`config.mk`:
```
export PLATFORM = sky130hd
export DESIGN_NAME = sort_seq_ctrl
export DESIGN_NICKNAME = d
export VERILOG_FILES = /design/src/rtl/sort_seq_ctrl.sv
export SDC_FILE = /design/constraint.sdc
export NUM_CORES = 1
export LEC_CHECK = 0
export ABC_CLOCK_PERIOD_IN_PS = 4800
export CORE_MARGIN = 2
export CORE_UTILIZATION = 45
export DETAILED_ROUTE_END_ITERATION = 10
export GPL_TIMING_DRIVEN = 1
export PLACE_DENSITY = 0.59
export SYNTH_ARGS = -nofsm -noshare
export SYNTH_HDL_FRONTEND = slang
export SYNTH_SLANG_ARGS = --single-unit
export TNS_END_PERCENT = 30
```
`constraint.sdc`:
```
create_clock -name clk -period 4.8 [get_ports clk]
set_input_delay 1.2 -clock clk [delete_from_list [all_inputs] [get_ports clk]]
set_output_delay 1.2 -clock clk [all_outputs]
set_load 0.005 [all_outputs]
```
`src/rtl/sort_seq_ctrl.sv`:
```
// sort_seq_ctrl: load a block of words, odd-even transposition sort with one compare-exchange per cycle, stream out ascending
module sort_seq_ctrl #(
    parameter int DATA_WIDTH = 8,
    parameter int DEPTH      = 8
) (
    input  logic                  clk,
    input  logic                  rst,
    input  logic                  in_valid,
    output logic                  in_ready,
    input  logic [DATA_WIDTH-1:0] in_data,
    output logic                  out_valid,
    input  logic                  out_ready,
    output logic [DATA_WIDTH-1:0] out_data,
    output logic                  out_last,
    output logic                  busy
);
    localparam int PW        = $clog2(DEPTH);
    localparam int LAST_PASS = (DEPTH == 2) ? 0 : DEPTH - 1;

    generate
        if (DEPTH < 2 || DEPTH % 2 != 0) begin : g_bad_depth
            $error("sort_seq_ctrl: DEPTH must be even and >= 2");
        end
    endgenerate

    typedef enum logic [1:0] {LOAD, SORT, DRAIN} state_t;

    state_t                state, nxt;
    logic [DATA_WIDTH-1:0] mem [DEPTH];
    logic [PW-1:0]         wr_idx, rd_idx, p, k, lo, hi;
    logic                  last_pair, done;

    // pair k of pass p sits at 2k (even pass) or 2k+1 (odd pass); odd passes hold one pair fewer
    assign lo        = PW'({k, p[0]});
    assign hi        = lo + 1'b1;
    assign last_pair = k == (p[0] ? PW'(DEPTH/2 - 2) : PW'(DEPTH/2 - 1));
    assign done      = last_pair && p == PW'(LAST_PASS);

    // state register
    always_ff @(posedge clk) begin
        if (rst) state <= LOAD;
        else     state <= nxt;
    end

    // next state and stream outputs
    always_comb begin
        nxt       = state;
        in_ready  = 1'b0;
        out_valid = 1'b0;
        out_data  = '0;
        out_last  = 1'b0;
        busy      = state != LOAD;
        case (state)
            LOAD: begin
                in_ready = 1'b1;
                nxt      = (in_valid && wr_idx == PW'(DEPTH - 1)) ? SORT : LOAD;
            end
            SORT: nxt = done ? DRAIN : SORT;
            DRAIN: begin
                out_valid = 1'b1;
                out_data  = mem[rd_idx];
                out_last  = rd_idx == PW'(DEPTH - 1);
                nxt       = (out_ready && out_last) ? LOAD : DRAIN;
            end
            default: nxt = LOAD;
        endcase
    end

    // write, read, pass and pair counters
    always_ff @(posedge clk) begin
        if (rst) begin
            wr_idx <= '0;
            rd_idx <= '0;
            p      <= '0;
            k      <= '0;
        end else begin
            if (state == LOAD && in_valid)
                wr_idx <= (wr_idx == PW'(DEPTH - 1)) ? '0 : wr_idx + 1'b1;
            if (state == SORT) begin
                k <= last_pair ? '0 : k + 1'b1;
                p <= last_pair ? (done ? '0 : p + 1'b1) : p;
            end
            if (state == DRAIN && out_ready)
                rd_idx <= out_last ? '0 : rd_idx + 1'b1;
        end
    end

    // word storage: load writes and the shared compare-exchange; equal words never swap
    always_ff @(posedge clk) begin
        if (state == LOAD && in_valid) begin
            mem[wr_idx] <= in_data;
        end else if (state == SORT && mem[lo] > mem[hi]) begin
            mem[lo] <= mem[hi];
            mem[hi] <= mem[lo];
        end
    end
endmodule

```
==> results.py, run 1 <==
metrics = {
    "placed_design": {
        "postPlaceCellArea_um2": 7177,
        "dp.cells": 860,
        "io_buffers": 23,
        "place_congestion": 0.8610,
        "dp_hpwl_um": 14570,
    },
    "outcome": {
        "status": "completed",
    },
    "routing": {
        "vias": 5973,
        "drc_errors": 0,
        "viasPerCell": 6.818,
        "first_iter_violations": 698,
        "wl_per_cell_um": 25.19,
        "wl_um": 22060,
        "ant_nets": 0,
        "first_pass_iters": 6,
    },
    "power": {
        "netSwitchingPower_mw": 0.3946,
        "p_int_mw": 1.343,
        "p_per_area_nw_per_um2": 231.4,
        "power_frac_clock": 0.461,
        "p_comb_frac": 0.089,
        "power_frac_seq": 0.450,
        "peakVddDrop_mv": 0.1972,
        "p_leak_nw": 2.575,
        "power_mw": 1.738,
        "switching_share": 0.2270,
    },
    "worst_setup_path": {
        "reg2reg_depth": 13,
        "required_ps": 4860,
        "cp_data_arrival_time_ps": 4450,
        "crit_chain": "ha_2, xnor2_2, buf_4, nor2_1, o21ai_1, and2_1, ha_1, and4_1, a21oi_1, o31a_1, and2_2, buf_4, a41oi_1",
        "critPathTopFamily": "compound AO/OA/AOI/OAI gates",
        "cp_slowest_cell": "xnor2_2",
        "crit_top_cell": "buf_4",
        "endpoint_kind": "flop",
        "path_max_fanout": 60,
        "worstSetupStartpointType": "flop",
        "crit_type": "reg -> reg",
        "crit_buf_inv": 2,
        "cp.depth": 13,
        "cpPeakStageDelay_ps": 560,
    },
    "grt": {
        "grt_max_degree": 65,
        "overflow": 0,
        "antenna_found_initial": 0,
        "grt_pass1_wl_um": 34310,
        "first_global_vias": 5876,
        "track_usage": 0.2843,
    },
    "synth": {
        "yosysUniqueCellTypes": 52,
        "syn_nets": 693,
        "async_flop_share": 0,
        "synth_edf_count": 64,
        "synth_seq_cells": 81,
        "ys_top_cells_by_area": "edfxtp_1 29%, mux2i_1 8.7%, a31oi_1 5.9%, mux4_2 5.5%, dfxtp_1 5.2%",
        "syn-mean-instance-area_um2": 9.891,
        "synth_warnings": 0,
        "ys.flop_type": "edfxtp_1",
        "synth_largest_area_cell": "edfxtp_1",
        "synth.top_cell.area_share": 0.2922,
        "synthCells": 665,
        "yosysSeqAreaShare": 0.3439,
        "synthesis.area_um2": 6578,
    },
    "min_path": {
        "whs_path_depth": 2,
        "hold_class": "reg -> reg",
    },
    "clock_tree": {
        "tritoncts": "built",
        "clkTransAtPathRegs_ps": 70,
        "hold_buffers": 0,
        "cts_root_buf": "clkbuf_16",
        "post-cts-setup-buffer-count": 0,
        "cts_max_level": 3,
        "cts.path.max_buffers": 2,
        "clock_sinks": 81,
        "cts_buffers": 9,
        "ctsResizeCount": 0,
        "insertion_delay_ps": 360,
    },
    "sta": {
        "fin_setup_tns_ps": 0,
        "rsz0062_at_grt": "false",
        "slew_headroom": 0.06697,
        "report.final.slew_viol_count": 0,
        "fin_skew_ps": 12.46,
        "setup_viol": 0,
        "hold_viol": 0,
        "fin_crit_ps": 4385,
        "worst_pin_slew_ps": 1400,
        "fmax_ghz": 0.2280,
        "fin_crit_sh": 0.9136,
    },
    "final_layout": {
        "drive_above_1_share": 0.1691,
        "fin_cells": 876,
        "areaGrowthSynthToFinish_pct": 14.21,
        "antennaDiodeCount": 0,
        "nets": 715,
        "stdcell_area_um2": 7512,
    },
    "floorplan": {
        "die_x_um": 124.9,
        "core_um2": 14420,
        "die_y_um": 124.9,
        "dieArea_um2": 15600,
        "num_rows": 44,
        "io_pins": 24,
        "start_util": 0.4560,
    },
    "job": {
        "cap_violations": 0,
    },
}
## cells in the mapped netlist, drive strengths merged, types with 2 or more instances
library cell / count
inv: 7
o21ai: 12
a311oi: 2
and3: 5
a211oi: 3
nand3: 5
a31oi: 62
mux4: 16
nor2b: 6
a32oi: 2
and4: 2
a22oi: 33
o32ai: 2
nor3b: 3
nand2b: 5
o22ai: 13
a2bb2oi: 33
o21bai: 8
buf: 25
nand2: 28
nor3: 5
a221oi: 8
nor2: 55
dfxtp: 17
o2bb2ai: 3
mux2i: 57
and2: 16
a21oi: 58
a21o: 26
clkbuf: 31
ha: 16
edfxtp: 64
mux2: 21
or2: 3
nand3b: 3
## cell type report
cell class	instances	area, um^2
flip-flops and latches	81	2267
inverters	7	26.28
clock inverters	6	106.4
fillers	1299	6912
repair buffers	67	585.6
multi-input cells	521	4068
clock buffers	10	229.0
well taps	184	230.2
## kinds of logic after synthesis
family	Yosys count	share of synthesized area
adder cells (fa/ha/maj)	16	0.03044
flip-flops	81	0.3439
XOR/XNOR	2	0.003805
buffers and inverters	63	0.04280
AND/OR/NAND/NOR	139	0.1025
multiplexers	94	0.1775
AO/OA/AOI/OAI	270	0.2990
## state kept, by name, summed over array words and instances, names as in the netlist, named ones only
register,flops
mem,64
k,3
p,3
rd_idx,3
wr_idx,3
state,2
## power by group through the flow
stage,combinational (mW),clock [mW],sequential [mW]
final,0.155,0.801,0.781
after global routing,0.169,0.835,0.783
after CTS,0.153,0.807,0.781
after detailed placement,0.152,0,0.796
after global placement,0.149,0,0.796
after floorplan,0.0987,0,0.792
## tightest hold or removal path, stage by stage, from the launching register on
cell     delay [ps]
dfxtp_1         310
nand2_1          50
a21oi_1          50
## cells in the final DEF, fill, tap and decap left out, types with 13 or more instances in the layout
cell type,n
a21o_1,26
a2bb2oi_1,33
ha_1,15
nor2_1,53
edfxtp_1,64
dfxtp_1,15
buf_4,42
and2_1,14
mux4_2,16
a21oi_1,58
mux2_2,21
mux2i_1,57
a22oi_1,33
clkdlybuf4s50_1,23
nand2_1,28
o22ai_1,13
a31oi_1,62
## per-layer routing
layer | GRT usage | routed length, um | vias up
li1 | - | - | 2691
met4 | 0.1190 | 818 | 0
met3 | 0.06014 | 2123 | 53
met5 | 0 | 0 | -
met1 | 0.4002 | 9353 | 2879
met2 | 0.4272 | 9767 | 350
## stage by stage
stage | utilization | setup WS (ps) | hold slack [ps]
floorplan | - | 1011 | 430.1
global placement | 0.4976 | 725.5 | 445.4
detailed placement | 0.4976 | 565.6 | 462.4
CTS | 0.5208 | 543.6 | 471.5
global route | 0.5208 | 193.4 | 505.0
finish | 0.5208 | 414.6 | 462.9
## worst paths after layout
kind	startpoint	endpoint	slack (ps)
worst min-delay path	p[2]$_SDFFE_PP0P_	p[2]$_SDFFE_PP0P_	460
worst max-delay path	p[0]$_SDFFE_PP0P_	mem[7][3]$_DFFE_PP_	410
worst max register to register	p[0]$_SDFFE_PP0P_	mem[7][3]$_DFFE_PP_	410
worst min register to register	p[2]$_SDFFE_PP0P_	p[2]$_SDFFE_PP0P_	460
(Power assumes the default switching activity.)
==> inputs of run 2 (changes only) <==
CELL_PAD_IN_SITES_DETAIL_PLACEMENT = 1   (was not set)
CELL_PAD_IN_SITES_GLOBAL_PLACEMENT = 1   (was not set)
CTS_CLUSTER_DIAMETER = 100   (was not set)
PLACE_DENSITY = 0.72   (was 0.59)
==> results.py, run 2 (synthesis results as in run 1) <==
metrics = {
    "routing": {
        "first_pass_iters": 5,
        "wl_um": 25080,
        "first_iter_violations": 563,
        "vias": 6223,
        "drc_errors": 0,
        "wl_per_cell_um": 28.47,
        "ant_nets": 0,
        "viasPerCell": 7.064,
    },
    "floorplan": {
        "io_pins": 24,
        "die_x_um": 124.9,
        "dieArea_um2": 15600,
        "start_util": 0.4560,
        "num_rows": 44,
        "core_um2": 14420,
        "die_y_um": 124.9,
    },
    "final_layout": {
        "fin_util": 0.5210,
        "antennaDiodeCount": 0,
        "final_common_cell": "edfxtp_1",
        "areaGrowthSynthToFinish_pct": 14.25,
        "final_cell_mix": "64 x edfxtp_1, 62 x a31oi_1, 58 x a21oi_1",
        "regMostFlops": "mem",
        "drive_above_1_share": 0.1808,
        "nets": 720,
        "largest_register_ffs": 64,
    },
    "worst_setup_path": {
        "r2r-start": "p[0]$_SDFFE_PP0P_",
        "crit_type": "reg -> reg",
        "cp_data_arrival_time_ps": 4510,
        "endpoint_kind": "flop",
        "startpoint": "p[0]$_SDFFE_PP0P_",
        "path_max_fanout": 60,
        "rrSetupSlack_ps": 350,
        "worstSetupStartpointType": "flop",
        "required_ps": 4850,
    },
    "grt": {
        "grt_pass1_wl_um": 38300,
        "track_usage": 0.3228,
        "antenna_found_initial": 0,
        "grt_max_degree": 61,
        "overflow": 0,
        "first_global_vias": 6368,
    },
    "placed_design": {
        "place_congestion": 0.9005,
        "dp_hpwl_um": 16750,
        "io_buffers": 23,
    },
    "sta": {
        "rsz0062_at_grt": "false",
        "slew_headroom": 0.2865,
        "hold_slack_ps": 466.2,
        "fin_setup_tns_ps": 0,
        "hold_viol": 0,
        "fmax_ghz": 0.2247,
        "worst_pin_slew_ps": 1070,
        "report.final.slew_viol_count": 0,
        "setup_viol": 0,
        "fin_crit_ps": 4451,
        "fin_skew_ps": 12.96,
        "fin_crit_sh": 0.9272,
    },
    "clock_tree": {
        "cts_max_level": 3,
        "clock_sinks": 81,
        "clkTransAtPathRegs_ps": 70,
        "cts.path.max_buffers": 2,
        "tritoncts": "built",
        "hold_buffers": 0,
        "cts_root_buf": "clkbuf_16",
        "post-cts-setup-buffer-count": 0,
        "cts_buffers": 9,
        "insertion_delay_ps": 370,
        "ctsResizeCount": 0,
    },
    "outcome": {
        "status": "completed",
    },
    "min_path": {
        "min_from": "p[2]$_SDFFE_PP0P_",
        "hold_class": "reg -> reg",
    },
    "job": {
        "cap_violations": 0,
    },
    "power": {
        "p_per_area_nw_per_um2": 230.1,
        "peakVddDrop_mv": 0.1869,
        "p_leak_nw": 2.591,
    },
}
run 2: cell count changes in the layout (fill, tap and decap cells not counted), moves of 2 or more:
cell / previous run / this run
bufinv_16: 3 / 1
buf_12: 2 / 0
buf_4: 42 / 49
inv_6: 0 / 3
clkinv_1: 2 / 0
run 2: metal layers:
metal	routed length, um	GRT usage
met1	10220	0.4191
met2	11720	0.5256
met3	2045	0.05627
met4	1091	0.1542
met5	0	0
run 2: stage by stage:
step | cells | worst slack (ps) | cell area [um^2] | total power [mW]
final | 881 | 349.5 | 7515 | 1.729
after global routing | 881 | 212.6 | 7515 | 1.768
after CTS | 881 | 467.9 | 7515 | 1.731
after detailed placement | 865 | 517.5 | 7194 | 0.9571
after global placement | 865 | 630.7 | 7194 | 0.9500
after floorplan | 665 | 1011 | 6578 | 0.8911
run 2: cell type report:
type / count / area, um^2
Fill cell: 1614 / 6909
Multi-Input combinational cell: 521 / 4073
Sequential cell: 81 / 2267
Timing Repair Buffer: 72 / 598.1
Clock buffer: 10 / 250.2
Tap cell: 184 / 230.2
Clock inverter: 6 / 70.07
Inverter: 7 / 26.28
run 2: final timing paths:
check	to	depth (start not counted)
worst min register to register	p[2]$_SDFFE_PP0P_	2
worst min-delay path	p[2]$_SDFFE_PP0P_	2
worst max-delay path	mem[0][5]$_DFFE_PP_	13
worst max register to register	mem[0][5]$_DFFE_PP_	13
run 2: critical path, cell delays in order, from the launching register on:
cell	delay, ps
dfxtp_4	410
ha_2	320
xor2_2	570
buf_4	430
nor2_1	160
o21bai_1	200
and2_1	160
ha_1	250
and4_1	200
a21oi_1	150
o31a_1	190
and2_2	160
buf_4	580
a31oi_1	300
run 2: power by group:
group	internal (mW)	switching [mW]
clock network	0.441	0.343
logic	0.0702	0.0911
registers	0.768	0.0153
==> inputs of run 3 (changes only) <==
CORE_UTILIZATION = 50   (was 45)
MAX_ROUTING_LAYER = met4   (was not set)
PLACE_DENSITY = 0.79   (was 0.72)
==> results.py, run 3 (synthesis results as in run 1) <==
metrics = {
    "job": {
        "cap_violations": 0,
    },
    "sta": {
        "fin_setup_tns_ps": 0,
        "setup_viol": 0,
        "report.final.slew_viol_count": 0,
        "layout_setup_ws_ps": 368.8,
        "fin_crit_ps": 4431,
        "worst_pin_slew_ps": 930.3,
        "rsz0062_at_grt": "false",
        "hold_viol": 0,
        "fin_skew_ps": 7.399,
        "fmax_ghz": 0.2257,
        "fin_crit_sh": 0.9232,
        "slew_headroom": 0.3764,
    },
    "grt": {
        "grt_pass1_wl_um": 38140,
        "grt_max_degree": 61,
        "first_global_vias": 6233,
        "antenna_found_initial": 0,
        "track_usage": 0.3685,
        "overflow": 0,
    },
    "routing": {
        "viasPerCell": 7.295,
        "vias": 6274,
        "ant_nets": 0,
        "drc_errors": 0,
        "first_pass_iters": 5,
        "wl_um": 25020,
        "wl_per_cell_um": 29.09,
        "first_iter_violations": 741,
    },
    "floorplan": {
        "num_rows": 41,
        "die_y_um": 118.7,
        "dieArea_um2": 14090,
        "die_x_um": 118.7,
        "core_um2": 12720,
        "io_pins": 24,
        "start_util": 0.5170,
    },
    "placed_design": {
        "postPlaceCellArea_um2": 7132,
        "dp_hpwl_um": 16760,
        "place_congestion": 0.9240,
        "io_buffers": 23,
        "place_ws_ps": 526.1,
    },
    "clock_tree": {
        "cts_max_level": 3,
        "ctsResizeCount": 0,
        "hold_buffers": 0,
        "cts.path.max_buffers": 2,
        "insertion_delay_ps": 350,
        "clkTransAtPathRegs_ps": 60,
        "cts_buffers": 9,
        "clock_sinks": 81,
        "cts_root_buf": "clkbuf_16",
        "tritoncts": "built",
        "post-cts-setup-buffer-count": 0,
    },
    "final_layout": {
        "final_cell_mix": "64 x edfxtp_1, 62 x a31oi_1, 58 x a21oi_1",
        "regMostFlops": "mem",
        "areaGrowthSynthToFinish_pct": 13.01,
        "drive_above_1_share": 0.1686,
        "antennaDiodeCount": 0,
        "stdcell_area_um2": 7433,
        "final_common_cell": "edfxtp_1",
        "largest_register_ffs": 64,
        "nets": 711,
    },
    "min_path": {
        "hold_class": "reg -> reg",
        "min_from": "p[1]$_SDFFE_PP0P_",
        "hold_end": "p[1]$_SDFFE_PP0P_",
        "whs_path_depth": 2,
    },
    "worst_setup_path": {
        "rrSetupSlack_ps": 370,
        "worstSetupStartpointType": "flop",
        "r2r-start": "p[0]$_SDFFE_PP0P_",
        "cp_data_arrival_time_ps": 4480,
        "reg2reg_depth": 12,
        "crit_type": "reg -> reg",
        "path_max_fanout": 21,
        "endpoint_kind": "flop",
        "r2r-end": "mem[5][3]$_DFFE_PP_",
        "required_ps": 4840,
    },
    "outcome": {
        "status": "completed",
    },
    "power": {
        "p_leak_nw": 2.551,
        "p_per_area_nw_per_um2": 222.3,
        "peakVddDrop_mv": 0.2398,
        "power_mw": 1.652,
    },
}
## run 3: cell count changes in the layout (fill, tap and decap cells not counted)
cell,before,now
inv_6,3,0
nor3_2,2,1
nor3_1,3,4
buf_12,0,2
clkbuf_2,0,1
clkbuf_16,10,11
clkinvlp_4,1,0
clkinv_2,0,3
bufinv_16,1,0
buf_4,49,38
## run 3: stage by stage
stage,utilization,hold WS (ps),cells
finish,0.5843,462.3,860
global placement,0.5606,441.4,844
CTS,0.5843,464.4,860
global route,0.5843,494.2,860
detailed placement,0.5606,456.4,844
floorplan,-,430.1,665
## run 3: area by class of cell
class                      count  area, um^2
fill                        1428        5289
tap                          172       215.2
clock buffer                  12       280.3
inverter                       7       26.28
multi-input combinational    521        4068
timing repair buffer          63       555.5
sequential                    81        2267
clock inverter                 4       21.27
## run 3: worst max path at each step
stage,start,to,slack [ps],depth (start not counted)
2_1_floorplan,p[0]$_SDFFE_PP0P_,mem[2][0]$_DFFE_PP_,1010,15
3_3_place_gp,p[0]$_SDFFE_PP0P_,mem[5][2]$_DFFE_PP_,510,12
3_5_place_dp,p[0]$_SDFFE_PP0P_,mem[5][5]$_DFFE_PP_,530,12
4_1_cts,p[0]$_SDFFE_PP0P_,mem[5][5]$_DFFE_PP_,480,12
5_1_grt,p[0]$_SDFFE_PP0P_,mem[5][5]$_DFFE_PP_,270,12
6_report,p[0]$_SDFFE_PP0P_,mem[5][3]$_DFFE_PP_,370,12
## run 3: report_power, final
part	internal, mW	switching (mW)
Sequential	0.769	0.0148
Clock	0.414	0.300
Combinational	0.0669	0.0886
Total	1.25	0.403
## run 3: critical path, stage by stage, from the launching register on
cell      delay [ps]
dfxtp_4          380
ha_2             780
mux2i_1          320
nor2_1           110
o21bai_1         400
and2_1           260
ha_1             260
and4_1           150
a21oi_1          150
o31a_1           330
nand2_1          250
o22ai_1          390
buf_4            320
## run 3: per-layer routing
layer,global-route usage,vias to the layer above,part of all wire
met5,-,-,0
li1,-,2701,-
met4,0.1436,0,0.032
met3,0.06322,55,0.090
met2,0.5643,361,0.47
met1,0.4878,3157,0.41
